### src/rtl/stream_sorter_pkg.sv
// Shared definitions for the stream sorter: register offsets, FSM states and
// ap_ctrl bit positions.
package stream_sorter_pkg;

    localparam int ADDR_AP_CTRL = 'h00;
    localparam int ADDR_LENGTH  = 'h10;
    localparam int ADDR_MODE    = 'h14;
    localparam int ADDR_CYCLES  = 'h18;

    localparam int AP_START_BIT = 0;
    localparam int AP_DONE_BIT  = 1;
    localparam int AP_IDLE_BIT  = 2;

    typedef enum logic [1:0] {
        S_IDLE = 2'd0,
        S_LOAD = 2'd1,
        S_SORT = 2'd2,
        S_OUT  = 2'd3
    } state_e;

endpackage

### src/rtl/stream_sorter_cmp.sv
// Compare-swap cell: lo receives the element that belongs at the lower index
// (smaller when ascending, larger when descending). Unsigned compare.
module cmp_swap #(
    parameter int W = 16
) (
    input  logic [W-1:0] a,
    input  logic [W-1:0] b,
    input  logic         desc,
    output logic [W-1:0] lo,
    output logic [W-1:0] hi
);
    logic swap;

    assign swap = desc ? (a < b) : (a > b);
    assign lo   = swap ? b : a;
    assign hi   = swap ? a : b;

endmodule

### src/rtl/stream_sorter.sv
// AXI-Stream sorter: load up to pDEPTH keys, sort by odd-even transposition
// (one phase per cycle), stream them back out. Optional macro
// STREAM_SORTER_CYCLE_COUNT_EN adds a run-length cycle counter at 0x18.
module stream_sorter #(
    parameter int pADDR_WIDTH = 12,
    parameter int pDATA_WIDTH = 32,
    parameter int pELEM_WIDTH = 16,
    parameter int pDEPTH      = 16
) (
    input  logic                   axis_clk,
    input  logic                   axis_rst,
    input  logic                   awvalid,
    output logic                   awready,
    input  logic [pADDR_WIDTH-1:0] awaddr,
    input  logic                   wvalid,
    output logic                   wready,
    input  logic [pDATA_WIDTH-1:0] wdata,
    input  logic                   arvalid,
    output logic                   arready,
    input  logic [pADDR_WIDTH-1:0] araddr,
    output logic                   rvalid,
    input  logic                   rready,
    output logic [pDATA_WIDTH-1:0] rdata,
    input  logic                   ss_tvalid,
    output logic                   ss_tready,
    input  logic [pDATA_WIDTH-1:0] ss_tdata,
    input  logic                   ss_tlast,
    output logic                   sm_tvalid,
    input  logic                   sm_tready,
    output logic [pDATA_WIDTH-1:0] sm_tdata,
    output logic                   sm_tlast
);
    import stream_sorter_pkg::*;

    localparam int LW = $clog2(pDEPTH) + 1;
    localparam int PW = $clog2(pDEPTH);
    localparam int H  = pDEPTH / 2;
    localparam logic [LW-1:0] DEPTH_L = LW'(pDEPTH);

    state_e                 state_q, state_d;
    logic                   start_q, start_d, done_q, done_d, idle_q, idle_d;
    logic [LW-1:0]          len_q, len_d, len_eff_q, len_eff_d, cnt_q, cnt_d;
    logic                   mode_q, mode_d, desc_q, desc_d;
    logic [PW-1:0]          phase_q, phase_d;
    logic [pELEM_WIDTH-1:0] slot_q [pDEPTH];
    logic [pELEM_WIDTH-1:0] slot_d [pDEPTH];
    logic [pELEM_WIDTH-1:0] net_d  [pDEPTH];
    logic                   rvalid_q, rvalid_d, arready_q, arready_d, rd_ctrl_q, rd_ctrl_d;
    logic [pDATA_WIDTH-1:0] rdata_q, rdata_d, rd_mux;
    logic [31:0]            cyc_rd;
    logic [2:0]             ctrl;

    logic aw_hs, ar_hs, r_hs, acc, out_hs, load_last, out_last;
    logic unused_bits;

    assign unused_bits = ^{wdata, ss_tdata};

    assign aw_hs     = awvalid && wvalid;
    assign ar_hs     = arvalid && arready_q;
    assign r_hs      = rvalid_q && rready;
    assign acc       = ss_tvalid && ss_tready;
    assign out_hs    = sm_tvalid && sm_tready;
    assign load_last = ss_tlast || (cnt_q == len_eff_q - LW'(1));
    assign out_last  = (cnt_q == len_eff_q - LW'(1));

    assign awready = aw_hs;
    assign wready  = aw_hs;
    assign arready = arready_q;
    assign rvalid  = rvalid_q;
    assign rdata   = rdata_q;

    // Odd phases pair (2k+1, 2k+2); the last cell has no odd partner and idles.
    logic [pELEM_WIDTH-1:0] cmp_a [H];
    logic [pELEM_WIDTH-1:0] cmp_b [H];
    logic [pELEM_WIDTH-1:0] cmp_lo [H];
    logic [pELEM_WIDTH-1:0] cmp_hi [H];

    for (genvar k = 0; k < H; k++) begin : g_cmp
        if (k < H - 1) begin : g_mid
            assign cmp_a[k] = phase_q[0] ? slot_q[2*k+1] : slot_q[2*k];
            assign cmp_b[k] = phase_q[0] ? slot_q[2*k+2] : slot_q[2*k+1];
        end else begin : g_end
            assign cmp_a[k] = slot_q[2*k];
            assign cmp_b[k] = slot_q[2*k+1];
        end
        cmp_swap #(.W(pELEM_WIDTH)) u_cmp (
            .a    (cmp_a[k]),
            .b    (cmp_b[k]),
            .desc (desc_q),
            .lo   (cmp_lo[k]),
            .hi   (cmp_hi[k])
        );
    end

    always_comb begin
        net_d = slot_q;
        for (int k = 0; k < H; k++) begin
            if (!phase_q[0]) begin
                net_d[2*k]   = cmp_lo[k];
                net_d[2*k+1] = cmp_hi[k];
            end else if (k < H - 1) begin
                net_d[2*k+1]              = cmp_lo[k];
                net_d[(2*k+2) % pDEPTH]   = cmp_hi[k];
            end
        end
    end

`ifdef STREAM_SORTER_CYCLE_COUNT_EN
    logic [31:0] cyc_q, cyc_d;

    always_comb begin
        cyc_d = cyc_q;
        if (state_q == S_IDLE && start_q)
            cyc_d = '0;
        else if (state_q != S_IDLE && cyc_q != '1)
            cyc_d = cyc_q + 32'd1;
    end

    always_ff @(posedge axis_clk or posedge axis_rst) begin
        if (axis_rst) cyc_q <= '0;
        else          cyc_q <= cyc_d;
    end

    assign cyc_rd = cyc_q;
`else
    assign cyc_rd = '0;
`endif

    // FSM: state register
    always_ff @(posedge axis_clk or posedge axis_rst) begin
        if (axis_rst) state_q <= S_IDLE;
        else          state_q <= state_d;
    end

    // FSM: next state
    always_comb begin
        state_d = state_q;
        case (state_q)
            S_IDLE:  if (start_q && len_q != '0)            state_d = S_LOAD;
            S_LOAD:  if (acc && load_last)                  state_d = S_SORT;
            S_SORT:  if (phase_q == PW'(pDEPTH - 1))        state_d = S_OUT;
            S_OUT:   if (out_hs && out_last)                state_d = S_IDLE;
            default:                                        state_d = S_IDLE;
        endcase
    end

    // FSM: outputs
    always_comb begin
        ss_tready = (state_q == S_LOAD);
        sm_tvalid = (state_q == S_OUT);
        sm_tlast  = sm_tvalid && out_last;
        sm_tdata  = sm_tvalid ? pDATA_WIDTH'(slot_q[0]) : '0;
    end

    always_comb begin
        ctrl               = '0;
        ctrl[AP_START_BIT] = start_q;
        ctrl[AP_DONE_BIT]  = done_q;
        ctrl[AP_IDLE_BIT]  = idle_q;
        rd_mux = '0;
        if (araddr == pADDR_WIDTH'(ADDR_AP_CTRL)) rd_mux = pDATA_WIDTH'(ctrl);
        if (araddr == pADDR_WIDTH'(ADDR_LENGTH))  rd_mux = pDATA_WIDTH'(len_q);
        if (araddr == pADDR_WIDTH'(ADDR_MODE))    rd_mux = pDATA_WIDTH'(mode_q);
        if (araddr == pADDR_WIDTH'(ADDR_CYCLES))  rd_mux = pDATA_WIDTH'(cyc_rd);
    end

    always_comb begin
        start_d   = start_q;
        done_d    = done_q;
        idle_d    = idle_q;
        len_d     = len_q;
        mode_d    = mode_q;
        len_eff_d = len_eff_q;
        desc_d    = desc_q;
        cnt_d     = cnt_q;
        phase_d   = phase_q;
        slot_d    = slot_q;
        rvalid_d  = rvalid_q;
        rdata_d   = rdata_q;
        rd_ctrl_d = rd_ctrl_q;

        if (aw_hs && idle_q) begin
            if (awaddr == pADDR_WIDTH'(ADDR_AP_CTRL) && wdata[AP_START_BIT]) start_d = 1'b1;
            if (awaddr == pADDR_WIDTH'(ADDR_LENGTH)) len_d  = wdata[LW-1:0];
            if (awaddr == pADDR_WIDTH'(ADDR_MODE))   mode_d = wdata[0];
        end

        if (r_hs) begin
            rvalid_d = 1'b0;
            if (rd_ctrl_q) done_d = 1'b0;
        end
        if (ar_hs) begin
            rvalid_d  = 1'b1;
            rdata_d   = rd_mux;
            rd_ctrl_d = (araddr == pADDR_WIDTH'(ADDR_AP_CTRL));
        end
        arready_d = !rvalid_d;

        case (state_q)
            S_IDLE: if (start_q) begin
                start_d = 1'b0;
                cnt_d   = '0;
                if (len_q == '0) begin
                    done_d = 1'b1;
                end else begin
                    idle_d    = 1'b0;
                    len_eff_d = (len_q > DEPTH_L) ? DEPTH_L : len_q;
                    desc_d    = mode_q;
                end
            end
            S_LOAD: if (acc) begin
                cnt_d = cnt_q + LW'(1);
                for (int i = 0; i < pDEPTH; i++) begin
                    if (LW'(i) == cnt_q) slot_d[i] = ss_tdata[pELEM_WIDTH-1:0];
                end
                if (load_last) begin
                    len_eff_d = cnt_q + LW'(1);
                    phase_d   = '0;
                    // Pads sort to the tail so they never reach the output.
                    for (int i = 0; i < pDEPTH; i++) begin
                        if (LW'(i) > cnt_q) slot_d[i] = {pELEM_WIDTH{~desc_q}};
                    end
                end
            end
            S_SORT: begin
                slot_d  = net_d;
                phase_d = phase_q + PW'(1);
                if (phase_q == PW'(pDEPTH - 1)) cnt_d = '0;
            end
            S_OUT: if (out_hs) begin
                for (int i = 0; i < pDEPTH - 1; i++) slot_d[i] = slot_q[i+1];
                cnt_d = cnt_q + LW'(1);
                if (out_last) begin
                    done_d = 1'b1;
                    idle_d = 1'b1;
                end
            end
            default: ;
        endcase
    end

    always_ff @(posedge axis_clk or posedge axis_rst) begin
        if (axis_rst) begin
            start_q   <= 1'b0;
            done_q    <= 1'b0;
            idle_q    <= 1'b1;
            len_q     <= DEPTH_L;
            mode_q    <= 1'b0;
            len_eff_q <= DEPTH_L;
            desc_q    <= 1'b0;
            cnt_q     <= '0;
            phase_q   <= '0;
            slot_q    <= '{default: '0};
            rvalid_q  <= 1'b0;
            rdata_q   <= '0;
            rd_ctrl_q <= 1'b0;
            arready_q <= 1'b0;
        end else begin
            start_q   <= start_d;
            done_q    <= done_d;
            idle_q    <= idle_d;
            len_q     <= len_d;
            mode_q    <= mode_d;
            len_eff_q <= len_eff_d;
            desc_q    <= desc_d;
            cnt_q     <= cnt_d;
            phase_q   <= phase_d;
            slot_q    <= slot_d;
            rvalid_q  <= rvalid_d;
            rdata_q   <= rdata_d;
            rd_ctrl_q <= rd_ctrl_d;
            arready_q <= arready_d;
        end
    end

endmodule
### config.mk
export PLATFORM = sky130hd
export DESIGN_NAME = stream_sorter
export DESIGN_NICKNAME = d
export VERILOG_FILES = /design/src/rtl/stream_sorter_pkg.sv /design/src/rtl/stream_sorter_cmp.sv /design/src/rtl/stream_sorter.sv
export SDC_FILE = /design/constraint.sdc
export NUM_CORES = 2
export LEC_CHECK = 0
export BUFFER_PORTS_ARGS = -buffer_cell sky130_fd_sc_hd__buf_2
export CAP_MARGIN = 5
export CORE_AREA = 4 4 223 225
export DETAILED_ROUTE_END_ITERATION = 10
export DIE_AREA = 0 0 227 229
export PLACE_DENSITY_LB_ADDON = 0.05
export SLEW_MARGIN = 20
export SYNTH_ARGS = -nofsm -noshare
export SYNTH_HDL_FRONTEND = slang
export SYNTH_SLANG_ARGS = --single-unit
### constraint.sdc
create_clock -name axis_clk -period 11.8 [get_ports axis_clk]
set_input_delay 1.18 -clock axis_clk [delete_from_list [all_inputs] [get_ports axis_clk]]
set_output_delay 1.18 -clock axis_clk [all_outputs]
set_load 0.02 [all_outputs]
Yosys cells after proc, flatten, opt, wreduce, memory -nomap -nowiden. Cells that the tools add are included.

Eq/ne operators: 38. $lt $le $gt $ge: 33. Reductions and logical operators: 35. Bitwise logic cells: 2. Multiplexer cells: 132. Add/subtract/negate cells: 3.

Operators by type and width (number): $mux 16 (77); $pmux 240 s3 (1); $mux 256 (2); $mux 240 (1); $gt 16x16->1 (8); $lt 16x16->1 (8); $mux 32 (4); $eq 12x5->1 const B (5); $mux 5 (9); $eq 4x5->1 const A (8); $gt 4x5->1 const A (8); $pmux 16 s2 (1); $logic_not 12->1 (2); $mux 1 (24); $eq 3x5->1 const A (4); $gt 3x5->1 const A (4); $pmux 5 s4 (1); $reduce_and 4->1 (5); $ne 2x1->1 const B (7); $logic_and 1x1->1 (11); $eq 2x5->1 const A (2); $gt 1x5->1 const A (2); $gt 2x5->1 const A (2); $logic_not 5->1 (2); 28 further kinds (45).

Register bits after elaboration: 317. Input bits: 97.

Logic depth before layout (Yosys ltp).
Depth in word-level cells: 6. Mapped depth: 19. Gate-level depth less buffers: 12.

Hierarchy. Synthesis repeated with hierarchy kept, for this count alone.

Cells, all modules: 5240. Area total of the unflattened synthesis: 40451.3 sq um.

Modules (own cells, without submodules): stream_sorter (area an instance 24275.8 sq um, cells each 2856, seq. area each 7260.7 sq um, instances 1); cmp_swap (area an instance 2021.9 sq um, cells each 298, seq. area each 0.0 sq um, instances 8).

Worst setup path before layout. OpenSTA, ideal clock, no wires.

Path type: reg-to-reg. Start point: reg phase_q[0]. End point: reg slot_q[204] (netlist name). Library setup time: 0.135 ns. Data required time: 11.665 ns. Stages on the path, launching flop included: 18. Data arrival time: 4.386 ns. Path slack: 7.280 ns. Clock period less this slack: 4.520 ns. Path through: dfrtp_1 > buf_2 > buf_2 > clkbuf_1 > buf_2 > clkbuf_1 > buf_1 > mux2i_1 > ha_1 > nand4_1 > or3_1 > a21o_1 > a311o_1 > nand2_1 > buf_4 > mux2_2 > a221oi_1 > o31ai_1.

Longest elaborated chain between the ends: 6.

RTL lines: start, declared (RTL line stream_sorter.sv:44) `logic [PW-1:0] phase_q, phase_d;`; start signal, assigned (RTL line stream_sorter.sv:267) `phase_q <= phase_d;`; $mux 16, on equally long branches (RTL line stream_sorter.sv:80, stream_sorter.sv:81); $gt 16x16->1 / $lt 16x16->1 (equally long branches) (RTL line stream_sorter_cmp.sv:14) `assign swap = desc ? (a < b) : (a > b);`; $mux 1 (RTL line stream_sorter_cmp.sv:14); $mux 16, on equally long branches (RTL line stream_sorter_cmp.sv:16, stream_sorter_cmp.sv:15); $mux 16 (*) (RTL line stream_sorter.sv:98) `if (!phase_q[0]) begin`; $pmux 240 s3 (*) (RTL line stream_sorter.sv:199) `case (state_q)`; end signal, assigned (RTL line stream_sorter.sv:268) `slot_q <= slot_d;`; end, declared (RTL line stream_sorter.sv:45) `logic [pELEM_WIDTH-1:0] slot_q [pDEPTH];`.

Every way passes the cells marked *; elsewhere a longest branch is shown, timed or not. A chain may end at the register's enable or synchronous reset.

Worst setup path after layout.
Start point: reg phase_q[0]. End point: reg slot_q[127] (netlist name).

Longest elaborated chain between the ends: 6.

RTL lines (RTL line): $mux 16, on equally long branches (stream_sorter.sv:80, stream_sorter.sv:81); $gt 16x16->1 / $lt 16x16->1 (equally long branches) (stream_sorter_cmp.sv:14); $mux 1 (stream_sorter_cmp.sv:14); $mux 16, on equally long branches (stream_sorter_cmp.sv:15, stream_sorter_cmp.sv:16); $mux 16 (*) (stream_sorter.sv:98); $pmux 240 s3 (*) (stream_sorter.sv:199).

Marks and branches as above.

==> flow_summary.json <==
{
  "hold_start": "rdata[0]",
  "hpwl_mm": 66.57,
  "die_w_um": 227,
  "h-tree-depth": 2,
  "drive_above_1_share": 0.1294,
  "antenna_found_initial": 1,
  "die_y_um": 229,
  "startpoint": "phase_q[0]",
  "rr_startpoint": "phase_q[0]",
  "grt_pass1_wl_mm": 159.8,
  "crit_arrival_ns": 6.56,
  "cts_tree": "built",
  "cp-start-kind": "flip-flop",
  "grt.total_usage": 0.3808,
  "io_buffers": 81,
  "grt_pass1_vias": 28080,
  "fmax_mhz": 163.9,
  "cp_slowest_cell": "buf_4",
  "clk_path_buf_depth": 3,
  "yosysWarnings": 0,
  "path_max_fanout": 126,
  "ys_types": 102,
  "hold_path.class": "flip-flop to flip-flop",
  "r2r_cells": 12,
  "worst_path_most_repeated_cell": "or3_1",
  "netlist_instances": 3569,
  "clkSinkCount": 290,
  "crit_required_ns": 12.26,
  "drc": 0,
  "fin_crit_ns": 6.101,
  "num_vias": 29140,
  "grt_max_degree": 127,
  "clk_pin_slew_ns": 0.06,
  "hold_viol_final": 0,
  "synth_seq_cells": 290,
  "num_rows": 80,
  "via_per_inst": 7.181,
  "core_sq_um": 47550,
  "worstMarginPinSlew_ns": 1.187,
  "clock_latency_ns": 0.58,
  "slew_headroom": 0.2058,
  "setup_tns_ns": 0,
  "drv_cap": 0,
  "fin_crit_sh": 0.5170,
  "clockRootBuffer": "clkbuf_16",
  "max_stage_delay_ns": 0.92,
  "die-area_sq_um": 51980,
  "finClkSkew_ns": 0.02236,
  "setup_viol": 0,
  "synth_area_sq_um": 28310,
  "crit_chain": "buf_12 -> buf_4 -> mux2_2 -> ha_1 -> nand4_1 -> or3_1 -> o31a_1 -> o41a_2 -> nor2_2 -> or3_1 -> o22ai_1 -> a2111oi_1",
  "grt.overflow.total": 0,
  "drtPass1Iterations": 7,
  "drt_iter0_drc": 3421,
  "status": "complete, no violations",
  "ant_nets": 0,
  "avgSynthCellArea_sq_um": 7.933,
  "synth_enable_flop_cells": 0,
  "yosysSeqAreaShare": 0.2564,
  "cts_hold_buffers": 0,
  "nNetsFinal": 3649,
  "ioPinCount": 168,
  "whs_path_depth": 2,
  "async_reset_ff_frac": 1.000,
  "worstSetupEndpointType": "flip-flop",
  "r2r_setup_slack_ns": 5.70,
  "rsz0062_at_grt": "no",
  "synthFlopType": "dfrtp_1",
  "numCtsBuffers": 38,
  "slew_viol_final": 0,
  "wl_mm": 103.4,
  "gp_congestion": 0.9210,
  "wire_per_inst_um": 25.47,
  "crit_type": "flip-flop to flip-flop",
  "rr_endpoint": "slot_q[127]",
  "start_util": 0.5955,
  "area_growth_pct": 5.276,
  "ctsResizeCount": 0,
  "endpoint": "slot_q[127]",
  "cts_setup_buffers": 0
}
[metrics by stage]
| step | area, sq um | worst slack, ns | hold WS, ns | cells | util |
|---|---|---|---|---|---|
| floorplan | 28470 | 2.619 | 0.4495 | 3611 | - |
| detailed placement | 28520 | 5.855 | 0.4823 | 3990 | 0.5999 |
| CTS | 29780 | 5.850 | 0.5017 | 4055 | 0.6264 |
| finish | 29810 | 5.699 | 0.5005 | 4058 | 0.6269 |
| global placement | 28480 | 5.946 | 0.4741 | 3990 | 0.5989 |
| global route | 29800 | 5.441 | 0.5327 | 4056 | 0.6268 |
[placed cells by master (no fill, tap or decap), types with 38 or more instances in the layout]
master / instances
buf_2: 81
a21o_1: 39
o21ai_1: 52
a221oi_1: 62
a31oi_1: 114
mux2_2: 128
mux2i_1: 254
ha_1: 135
clkbuf_16: 38
nand3b_1: 41
o21ai_0: 136
buf_4: 52
nor2_1: 161
a21oi_1: 307
conb_1: 43
nand2_1: 593
nand3_1: 90
inv_1: 84
dfrtp_1: 285
[how the worst min path moves through the flow]
stage / endpoint / slack, ns
after floorplan: rd_ctrl_q / 0.45
after global placement: rd_ctrl_q / 0.47
after global routing: rdata[4] / 0.53
final: rdata[0] / 0.50
after CTS: rdata[0] / 0.50
after detailed placement: rdata[0] / 0.48
[state kept, by name, summed over array words and instances, names as in the netlist]
signal     flops
arready        1
cmp_a         16
cmp_b         16
cnt_q          5
desc_q         1
done_q         1
idle_q         1
len_eff_q      5
len_q          5
mode_q         1
phase_q        4
rd_ctrl_q      1
rdata          5
rvalid         1
slot_q       224
start_q        1
state_q        2
[cells in the mapped netlist, drive strengths merged (20+ instances only)]
library cell / n / area (sq um)
nand2: 595 / 2236
a21oi: 316 / 1604
dfrtp: 287 / 7182
mux2i: 258 / 2608
clkbuf: 216 / 810.8
o21ai: 198 / 1006
nor2: 169 / 655.6
buf: 154 / 867.1
mux2: 142 / 1599
ha: 137 / 1714
a31oi: 115 / 719.4
nand3: 90 / 450.4
inv: 86 / 322.8
a221oi: 62 / 543.0
o221ai: 46 / 465.4
nand3b: 42 / 319.1
a21o: 39 / 292.8
a21boi: 38 / 285.3
o211ai: 36 / 284.0
and2: 35 / 219.0
nor3: 32 / 170.2
a22oi: 30 / 225.2
nand4: 30 / 187.7
or3: 28 / 180.2
a211oi: 26 / 247.7
nor2b: 26 / 162.7
o22ai: 26 / 162.7
a31o: 24 / 210.2
nand2b: 24 / 150.1
o31ai: 20 / 155.1
[cell type report]
| cell class | count | area, sq um |
|---|---|---|
| multi-input cells | 2865 | 19360 |
| inverters | 86 | 330.3 |
| flip-flops and latches | 290 | 7266 |
| diodes | 3 | 7.507 |
| repair buffers | 134 | 815.8 |
| clock inverters | 16 | 193.9 |
| well taps | 615 | 769.5 |
| fillers | 4205 | 17740 |
| clock buffers | 49 | 1062 |
[per-layer routing]
layer | GRT usage | share of wire | routed length (um)
met1 | 0.4942 | 0.38 | 39710
met2 | 0.6004 | 0.46 | 47040
met3 | 0.07479 | 0.10 | 10330
met4 | 0.2022 | 0.061 | 6273
met5 | 0 | 0 | 0
[critical path, delay by kind of cell, from the launching register on]
kind / cells / cell delay (ns)
simple gates: 4 / 2.14
buf+inv: 2 / 1.50
compound gates: 4 / 0.99
mux: 1 / 0.45
flops: 1 / 0.42
fa+ha+maj: 1 / 0.31
[cell families (layout without fill, tap and decap cells)]
kind of cell	count (synthesis)	count (layout)	synth area share
AOI/OAI and AO/OA	1158	1158	0.2806
buffers and inverters	456	285	0.07066
adders and majority gates	137	137	0.06054
DFF	290	290	0.2564
xor gates and xnor gates	13	13	0.005082
muxes	400	400	0.1486
other	1	46	0.0001324
and+or+nand+nor	1114	1114	0.1780
Power is not shown: default switching activity piles up to over one toggle a cycle in this logic, so the estimate is an artifact.
